===== src/rtl/aes256_key_unexpand.sv =====
// Inverse AES-256 key schedule: walks round keys 14 down to 0 from w52..w59.
// Optional AES256_KEYUNEXP_ZEROIZE_EN clears key material when done pulses.
module aes256_key_unexpand (
  input  logic         clk,
  input  logic         rst,
  input  logic         start,
  input  logic [255:0] key_in,
  output logic         busy,
  output logic         key_valid,
  input  logic         key_ready,
  output logic [127:0] out_key,
  output logic [3:0]   round_idx,
  output logic         done
);

  typedef enum logic [1:0] {
    IDLE,
    EMIT_HI,
    EMIT_LO,
    DONE
  } state_t;

  state_t         state;
  logic [255:0]   window;
  logic           accept;

  logic [31:0]    w3;
  logic [31:0]    w4;
  logic [31:0]    w5;
  logic [31:0]    w6;
  logic [31:0]    w7;
  logic           odd_k;
  logic [31:0]    sel;
  logic [31:0]    sub;
  logic [7:0]     rcon;
  logic [31:0]    f;
  logic [127:0]   new4;

  function automatic logic [7:0] gf_mul(
    input logic [7:0] a,
    input logic [7:0] b
  );
    logic [7:0] p;
    logic [7:0] x;
    p = 8'h00;
    x = a;
    for (int i = 0; i < 8; i++) begin
      if (b[i]) p = p ^ x;
      x = {x[6:0], 1'b0} ^ (x[7] ? 8'h1b : 8'h00);
    end
    return p;
  endfunction

  // a^254 is the multiplicative inverse in GF(2^8); 0 maps to 0
  function automatic logic [7:0] gf_inv(input logic [7:0] a);
    logic [7:0] sq;
    logic [7:0] r;
    sq = a;
    r  = 8'h01;
    for (int i = 1; i < 8; i++) begin
      sq = gf_mul(sq, sq);
      r  = gf_mul(r, sq);
    end
    return r;
  endfunction

  function automatic logic [7:0] sbox(input logic [7:0] a);
    logic [7:0] b;
    b = gf_inv(a);
    return b
         ^ {b[6:0], b[7]}
         ^ {b[5:0], b[7:6]}
         ^ {b[4:0], b[7:5]}
         ^ {b[3:0], b[7:4]}
         ^ 8'h63;
  endfunction

  function automatic logic [31:0] sub_word(input logic [31:0] x);
    return {sbox(x[31:24]), sbox(x[23:16]),
            sbox(x[15:8]),  sbox(x[7:0])};
  endfunction

  assign accept = key_valid & key_ready;

  // window = {w[4k] .. w[4k+7]}, w[4k] in the top word
  assign w3 = window[159:128];
  assign w4 = window[127:96];
  assign w5 = window[95:64];
  assign w6 = window[63:32];
  assign w7 = window[31:0];

  // in EMIT_LO round_idx is k; odd k means j=4k+4 is a multiple of 8
  assign odd_k = round_idx[0];
  assign sel   = odd_k ? {w3[23:0], w3[31:24]} : w3;
  assign sub   = sub_word(sel);
  assign rcon  = 8'h01 << round_idx[3:1];
  assign f     = sub ^ (odd_k ? {rcon, 24'h000000} : 32'h0);

  // all four words come from the old window, no chaining inside a step
  assign new4 = {w4 ^ f, w5 ^ w4, w6 ^ w5, w7 ^ w6};

  // control FSM with registered outputs and the key window
  always_ff @(posedge clk) begin
    if (rst) begin
      state     <= IDLE;
      window    <= '0;
      out_key   <= '0;
      round_idx <= '0;
      busy      <= 1'b0;
      key_valid <= 1'b0;
      done      <= 1'b0;
    end else begin
      unique case (state)
        IDLE: begin
          done <= 1'b0;
          if (start) begin
            window    <= key_in;
            out_key   <= key_in[127:0];
            round_idx <= 4'd14;
            key_valid <= 1'b1;
            busy      <= 1'b1;
            state     <= EMIT_HI;
          end
        end
        EMIT_HI: begin
          if (accept) begin
            out_key   <= window[255:128];
            round_idx <= round_idx - 4'd1;
            state     <= EMIT_LO;
          end
        end
        EMIT_LO: begin
          if (accept) begin
            if (round_idx == 4'd0) begin
              key_valid <= 1'b0;
              busy      <= 1'b0;
              done      <= 1'b1;
`ifdef AES256_KEYUNEXP_ZEROIZE_EN
              window    <= '0;
              out_key   <= '0;
`endif
              state     <= DONE;
            end else begin
              window    <= {new4, window[255:128]};
              out_key   <= new4;
              round_idx <= round_idx - 4'd1;
            end
          end
        end
        DONE: begin
          done  <= 1'b0;
          state <= IDLE;
        end
      endcase
    end
  end

endmodule


===== config.mk =====
export PLATFORM = sky130hd
export DESIGN_NAME = aes256_key_unexpand
export DESIGN_NICKNAME = d
export VERILOG_FILES = /design/src/rtl/aes256_key_unexpand.sv
export SDC_FILE = /design/constraint.sdc
export NUM_CORES = 2
export LEC_CHECK = 0
export ABC_CLOCK_PERIOD_IN_PS = 19900
export CAP_MARGIN = 20
export CELL_PAD_IN_SITES_DETAIL_PLACEMENT = 1
export CELL_PAD_IN_SITES_GLOBAL_PLACEMENT = 1
export CORE_MARGIN = 3
export CORE_UTILIZATION = 40
export CTS_BUF_LIST = sky130_fd_sc_hd__clkbuf_16
export DETAILED_ROUTE_END_ITERATION = 7
export GPL_TIMING_DRIVEN = 0
export MAX_ROUTING_LAYER = met4
export PLACE_DENSITY_LB_ADDON = 0.1
export REMOVE_ABC_BUFFERS = 1
export SETUP_SLACK_MARGIN = 0.2
export SLEW_MARGIN = 5
export SYNTH_ARGS = -nofsm -noshare
export SYNTH_HDL_FRONTEND = slang
export SYNTH_SLANG_ARGS = --single-unit
export TNS_END_PERCENT = 5

===== constraint.sdc =====
create_clock -name clk -period 19.9 [get_ports clk]
set_input_delay 3.98 -clock clk [delete_from_list [all_inputs] [get_ports clk]]
set_output_delay 3.98 -clock clk [all_outputs]
set_load 0.02 [all_outputs]

# --- Yosys cells after proc, flatten, opt, wreduce, memory -nomap -nowiden ---
# Cells that the tools add are included.
op_classes:
  mux: 840
  reduce_logical: 11
  n_eq_ne: 8
  shifts: 1
  bitwise: 782
  add_sub_neg: 1
ops:
  columns: ["operator", "count"]
  rows:
  - ["8-bit two-way mux", 420]
  - ["8-bit XOR", 380]
  - ["8-bit by 5-bit XOR with 8-bit output", 364]
  - ["5-bit two-way mux", 368]
  - ["256-bit two-way mux", 3]
  - ["128-bit two-way mux", 4]
  - ["256-bit case mux with 2 select lines", 1]
  - ["128-bit case mux with 3 select lines", 1]
  - ["32-bit XOR", 5]
  - ["32-bit two-way mux", 2]
  - ["4-bit two-way mux", 8]
  - ["7-bit two-way mux", 4]
  - ["1-bit inverter (first input constant)", 28]
  - ["6-bit two-way mux", 4]
  - ["2-bit two-way mux", 8]
  - ["4-bit inverter", 4]
  - ["3-bit two-way mux", 4]
  - ["4-bit case mux with 3 select lines", 1]
  - ["4-bit AND reduction", 3]
  - ["2-bit != test (second input constant)", 5]
  - ["1-bit two-way mux", 9]
  - ["2-bit case mux with 4 select lines", 1]
  - ["1-bit by 3-bit left shift with 8-bit output (first input constant)", 1]
  - ["5-bit AND reduction", 1]
  - ["11 further kinds", 14]
totals:
  input_bits: 260
  register_bits: 392
  output_inout_bits: 135
  elab_cells: 1649

# --- Depth between registers and ports, before layout ---
logic_depth:
  word_depth: 138
  depth_mapped: 74
  mapped_depth_nobuf: 60

# --- Worst setup path after synthesis ---
# Ideal clock, no wire load.
synth_path:
  kind: "reg2reg"
  startpoint: "register round_idx[0]"
  endpoint: "register out_key[125]"
  setup_time_ps: 133
  arrival_time_ps: 17268
  path_buffers: 11
  required_ps: 19767
  synth_period_minus_slack_ps: 17401
  path_stages_with_launch: 71
  setup_slack_ps: 2499
  cell_sequence: "dfxtp_1 -> buf_6 -> buf_6 -> buf_6 -> mux2_2 -> ha_1 -> buf_2 -> xor2_1 -> o32ai_2 -> o21ai_1 -> xnor2_2 -> xor2_2 -> inv_2 -> buf_4 -> buf_2 -> buf_1 -> ha_1 -> clkbuf_1 -> [... 35 more ...] -> a21o_1 -> a31oi_1 -> xnor3_1 -> xnor2_4 -> xor2_4 -> xor2_2 -> xnor2_1 -> nor2_1 -> xnor2_1 -> xnor2_1 -> xnor2_1 -> xnor2_1 -> xnor2_1 -> xor3_2 -> xnor2_2 -> xnor2_1 -> a221oi_2 -> nor4_2"
synth_between:
  elab_chain_cells: 135
  elab_cells_between_ends: 400
  classes_between: "eq/ne (1); mux (208); bitwise (189); reduce/logical (2)"
synth_rtl:
  columns: ["element", "line_no", "source"]
  rows:
  - ["start, declared", "12", "output logic [3:0] round_idx,"]
  - ["start signal, assigned", "128", "round_idx <= round_idx - 4'd1;"]
  - ["start signal, assigned", "146", "round_idx <= round_idx - 4'd1;"]
  - ["32-bit two-way mux", "94", "assign sel = odd_k ? {w3[23:0], w3[31:24]} : w3;"]
  - ["5-bit two-way mux, or another cell as far along", "49", "x = {x[6:0], 1'b0} ^ (x[7] ? 8'h1b : 8'h00);"]
  - ["8-bit by 5-bit XOR with 8-bit output / 8-bit XOR (equally long branches)", "49, 48", null]
  - ["8-bit XOR / 8-bit two-way mux (equally long branches)", "48", "if (b[i]) p = p ^ x;"]
  - ["8-bit two-way mux / 8-bit XOR (equally long branches)", "48", null]
  - ["8-bit XOR / 8-bit two-way mux (equally long branches)", "48", null]
  - ["8-bit two-way mux / 8-bit XOR (equally long branches)", "48", null]
  - ["8-bit XOR / 8-bit two-way mux (equally long branches)", "48", null]
  - ["[... 119 more ...]", null, null]
  - ["8-bit XOR", "73", "^ {b[4:0], b[7:5]}"]
  - ["8-bit XOR", "74", "^ {b[3:0], b[7:4]}"]
  - ["4-bit inverter (no line)", null, null]
  - ["32-bit XOR", "97", "assign f = sub ^ (odd_k ? {rcon, 24'h000000} : 32'h0);"]
  - ["32-bit XOR", "100", "assign new4 = {w4 ^ f, w5 ^ w4, w6 ^ w5, w7 ^ w6};"]
  - ["128-bit two-way mux", "134", "if (round_idx == 4'd0) begin"]
  - ["128-bit two-way mux", "133", "if (accept) begin"]
  - ["128-bit case mux with 3 select lines", "113", "unique case (state)"]
  - ["end signal, assigned", "118", "out_key <= key_in[127:0];"]
  - ["end signal, assigned", "127", "out_key <= window[255:128];"]
  - ["end signal, assigned", "145", "out_key <= new4;"]
  - ["end, declared", "11", "output logic [127:0] out_key,"]
# Several ways; a longest one is shown, not always the timed one. The select of a mux whose other input is x is not followed.
# A chain may end at the register's enable or synchronous reset.

# --- Worst setup path after layout ---
# Same ends and word-level chain as after synthesis.

==> results.sh <==
export IMPL_cp_max_fo=53
export IMPL_required_ns=20.46
export IMPL_drive_gt1_share_pct=9.07
export IMPL_register_area_um2=7860
export IMPL_post_dp_hpwl_um=216000
export IMPL_fin_nets=10400
export IMPL_overflow=0
export IMPL_setup_viol=0
export IMPL_worstSetupPathType="reg2reg"
export IMPL_timing_final_crit_period_ns=19.02
export IMPL_fin_skew_ns=0.0662
export IMPL_r2r_start="round_idx[0]"
export IMPL_grt_pass1_vias=74900
export IMPL_worst_r2r_endpoint="out_key[125]"
export IMPL_yosysMostFrequentCell="nor2_1"
export IMPL_num_rows=159
export IMPL_syn_avg_cell_area_um2=7.49
export IMPL_fmax_ghz=0.0526
export IMPL_synthCells=10100
export IMPL_synth_top_area_share_pct=18.2
export IMPL_drtPass1Iterations=6
export IMPL_grt_pass1_wl_um=447000
export IMPL_gr_usage_all_layers_pct=29.3
export IMPL_ys_seq_elements=392
export IMPL_synth_compound_area_share_pct=19.0
export IMPL_rsz0062_at_grt="yes"
export IMPL_clk_latency_ns=0.70
export IMPL_placed_area_um2=83600
export IMPL_syn_to_final_growth_pct=14.7
export IMPL_synth_flop_cell="dfxtp_1"
export IMPL_synth_area_leaders="xnor2_1, dfxtp_1, xnor3_1, nor2_1, xor2_1"
export IMPL_place_congestion=0.889
export IMPL_synth_top_family_by_area="XOR/XNOR gates"
export IMPL_max_slew_margin_pct=20.9
export IMPL_synth_adder_area_share_pct=0.393
export IMPL_drc_errors=0
export IMPL_cp_slowest_cell="xor3_2"
export IMPL_port_buffers=394
export IMPL_fin_area_um2=87000
export IMPL_grt_max_degree=125
export IMPL_cts_root_buf="clkbuf_16"
export IMPL_fp_coreArea_um2=188000
export IMPL_die_area_um2=195000
export IMPL_routedWlPerCell_um=23.1
export IMPL_post_route_period_util_pct=95.6
export IMPL_io_pins=395
export IMPL_final_core_util_pct=46.2
export IMPL_detail_route_iter0_violations=4828
export IMPL_arrival_ns=19.58
export IMPL_cts_tree="yes"
export IMPL_cts_buffers=51
export IMPL_route_antenna_remaining_nets=0
export IMPL_regToRegSetupSlack_ns=0.88
export IMPL_cap_violations=0
export IMPL_outcome="complete, no violations"
export IMPL_die_h_um=441
export IMPL_ctsHtreeMaxLevel=2
export IMPL_worstSetupEndpoint="out_key[125]"
export IMPL_yosys_area_share_simple_pct=19.8
export IMPL_holdWs_ns=0.454
export IMPL_synth_edff_count=0
export IMPL_slew_violations=0
export IMPL_critical_path_max_stage_delay_ns=0.58
export IMPL_fillers=22900
export IMPL_yosysUniqueCellTypes=124
export IMPL_die_x_um=441
export IMPL_vias=74300
export IMPL_holdPathStages=2
export IMPL_yosysSeqAreaShare_pct=10.3
export IMPL_clk_pin_slew_ns=0.06
export IMPL_synth_area_mux_share_pct=5.95
export IMPL_ys_async_sr_fraction_pct=0
export IMPL_hp_class="reg2reg"
export IMPL_finalHoldViolCount=0
export IMPL_syn_area_um2=75800
export IMPL_synthTopCellsByCount="nor2_1, xnor2_1, nand2_1, a21oi_1, xor2_1"
export IMPL_initial_utilization_pct=40.3
export IMPL_crit_start="round_idx[0]"
export IMPL_yosys_area_top_type="xnor2_1"
export IMPL_tightest_slew_ns=1.19
export IMPL_synth_xor_area_share_pct=39.7
export IMPL_yosys_warnings=0
export IMPL_viasPerCell=5.87
export IMPL_wirelength_um=292000
export IMPL_reg2reg_depth=64
export IMPL_grt_antenna_before_repair=32
export IMPL_cts_sinks=392
export IMPL_cp_end_kind="flip-flop"
export IMPL_multiInputGateArea_um2=66300
export IMPL_critical_path_startpoint_type="flip-flop"
export IMPL_clockBufferDepth=3
how the worst min path moves through the flow:
| stage | from | to | slack [ns] |
|---|---|---|---|
| 6_report | out_key[88] | out_key[88] | 0.45 |
| 3_3_place_gp | out_key[36] | out_key[36] | 0.44 |
| 4_1_cts | out_key[15] | out_key[15] | 0.46 |
| 3_5_place_dp | out_key[51] | out_key[51] | 0.45 |
| 2_1_floorplan | window[254] | window[254] | 0.44 |
| 5_1_grt | out_key[92] | out_key[92] | 0.47 |
area by class of cell:
class,count,share of cell area [%]
diodes,33,0.0949
clock buffers,52,1.50
clock inverters,43,0.442
inverters,99,0.450
multi-input cells,8875,76.2
flip-flops and latches,392,9.03
well taps,2495,3.59
repair buffers,659,8.70
repair inverters,1,0.00575
critical path, delay by kind of cell (launching register included):
family	cells	cell delay (ns)
adder cells (fa/ha/maj)	4	1.77
multiplexers	2	0.65
AO/OA/AOI/OAI	15	4.04
AND/OR/NAND/NOR	7	2.04
buffers and inverters	9	1.88
XOR/XNOR	27	7.92
flip-flops	1	0.54
repair_timing:
item,4_1_cts,5_1_grt
endpoints found under the hold margin,0,0
buffers inserted,8,18
gates cloned,1,2
hold buffers,0,0
setup endpoints to repair,55,64
gates resized for setup,61,88
pin swaps,8,8
metal layers:
metal	track usage (%)	up-vias	part of all wire [%]
met4	12.1	0	4.4
met5	-	-	0
met1	36.8	37400	43
met2	49.0	1554	49
met3	1.83	374	3.5
li1	-	35000	-
stage by stage:
step / setup TNS, ns / cells / setup WS, ns
6_report: 0 / 12600 / 0.876
5_1_grt: -0.155 / 12600 / -0.0653
4_1_cts: 0 / 12600 / 0.0752
3_5_place_dp: -96.35 / 12500 / -3.19
3_3_place_gp: -5507.08 / 12300 / -24.18
2_1_floorplan: -159.37 / 9364 / -3.72
sequential cells by signal, indices dropped and copies added, names as in the netlist:
register and cells:
round_idx 4, window 256, state 2, out_key 128
done 1, key_valid 1
cells by family (layout without fill, tap and decap cells):
kind of cell             Yosys count  after routing
AO/OA/AOI/OAI                   2229           2229
buffers and inverters            857            854
multiplexers                     430            430
other                              0             33
AND/OR/NAND/NOR                 3537           3537
XOR/XNOR                        2653           2655
adder cells (fa/ha/maj)           24             24
flip-flops                       392            392
layout by cell type (no fill, tap or decap), drive strengths merged, types with 101 or more instances in the layout:
cell	synthesis	routed
a21oi	695	695
nor3	304	304
inv	86	101
a211oi	208	208
clkdlybuf4s50	0	393
nand3	174	174
mux2i	369	369
nor2	1654	1654
xor2	557	557
xnor3	350	350
dfxtp	392	392
buf	244	264
o211ai	169	169
xnor2	1709	1711
nand2	1009	1009
a22oi	154	154
o22ai	128	128
o21ai	391	391
Power is left out: the tool's default activity adds up to more than one toggle a clock period on the data nets, which glitch-free logic cannot reach.
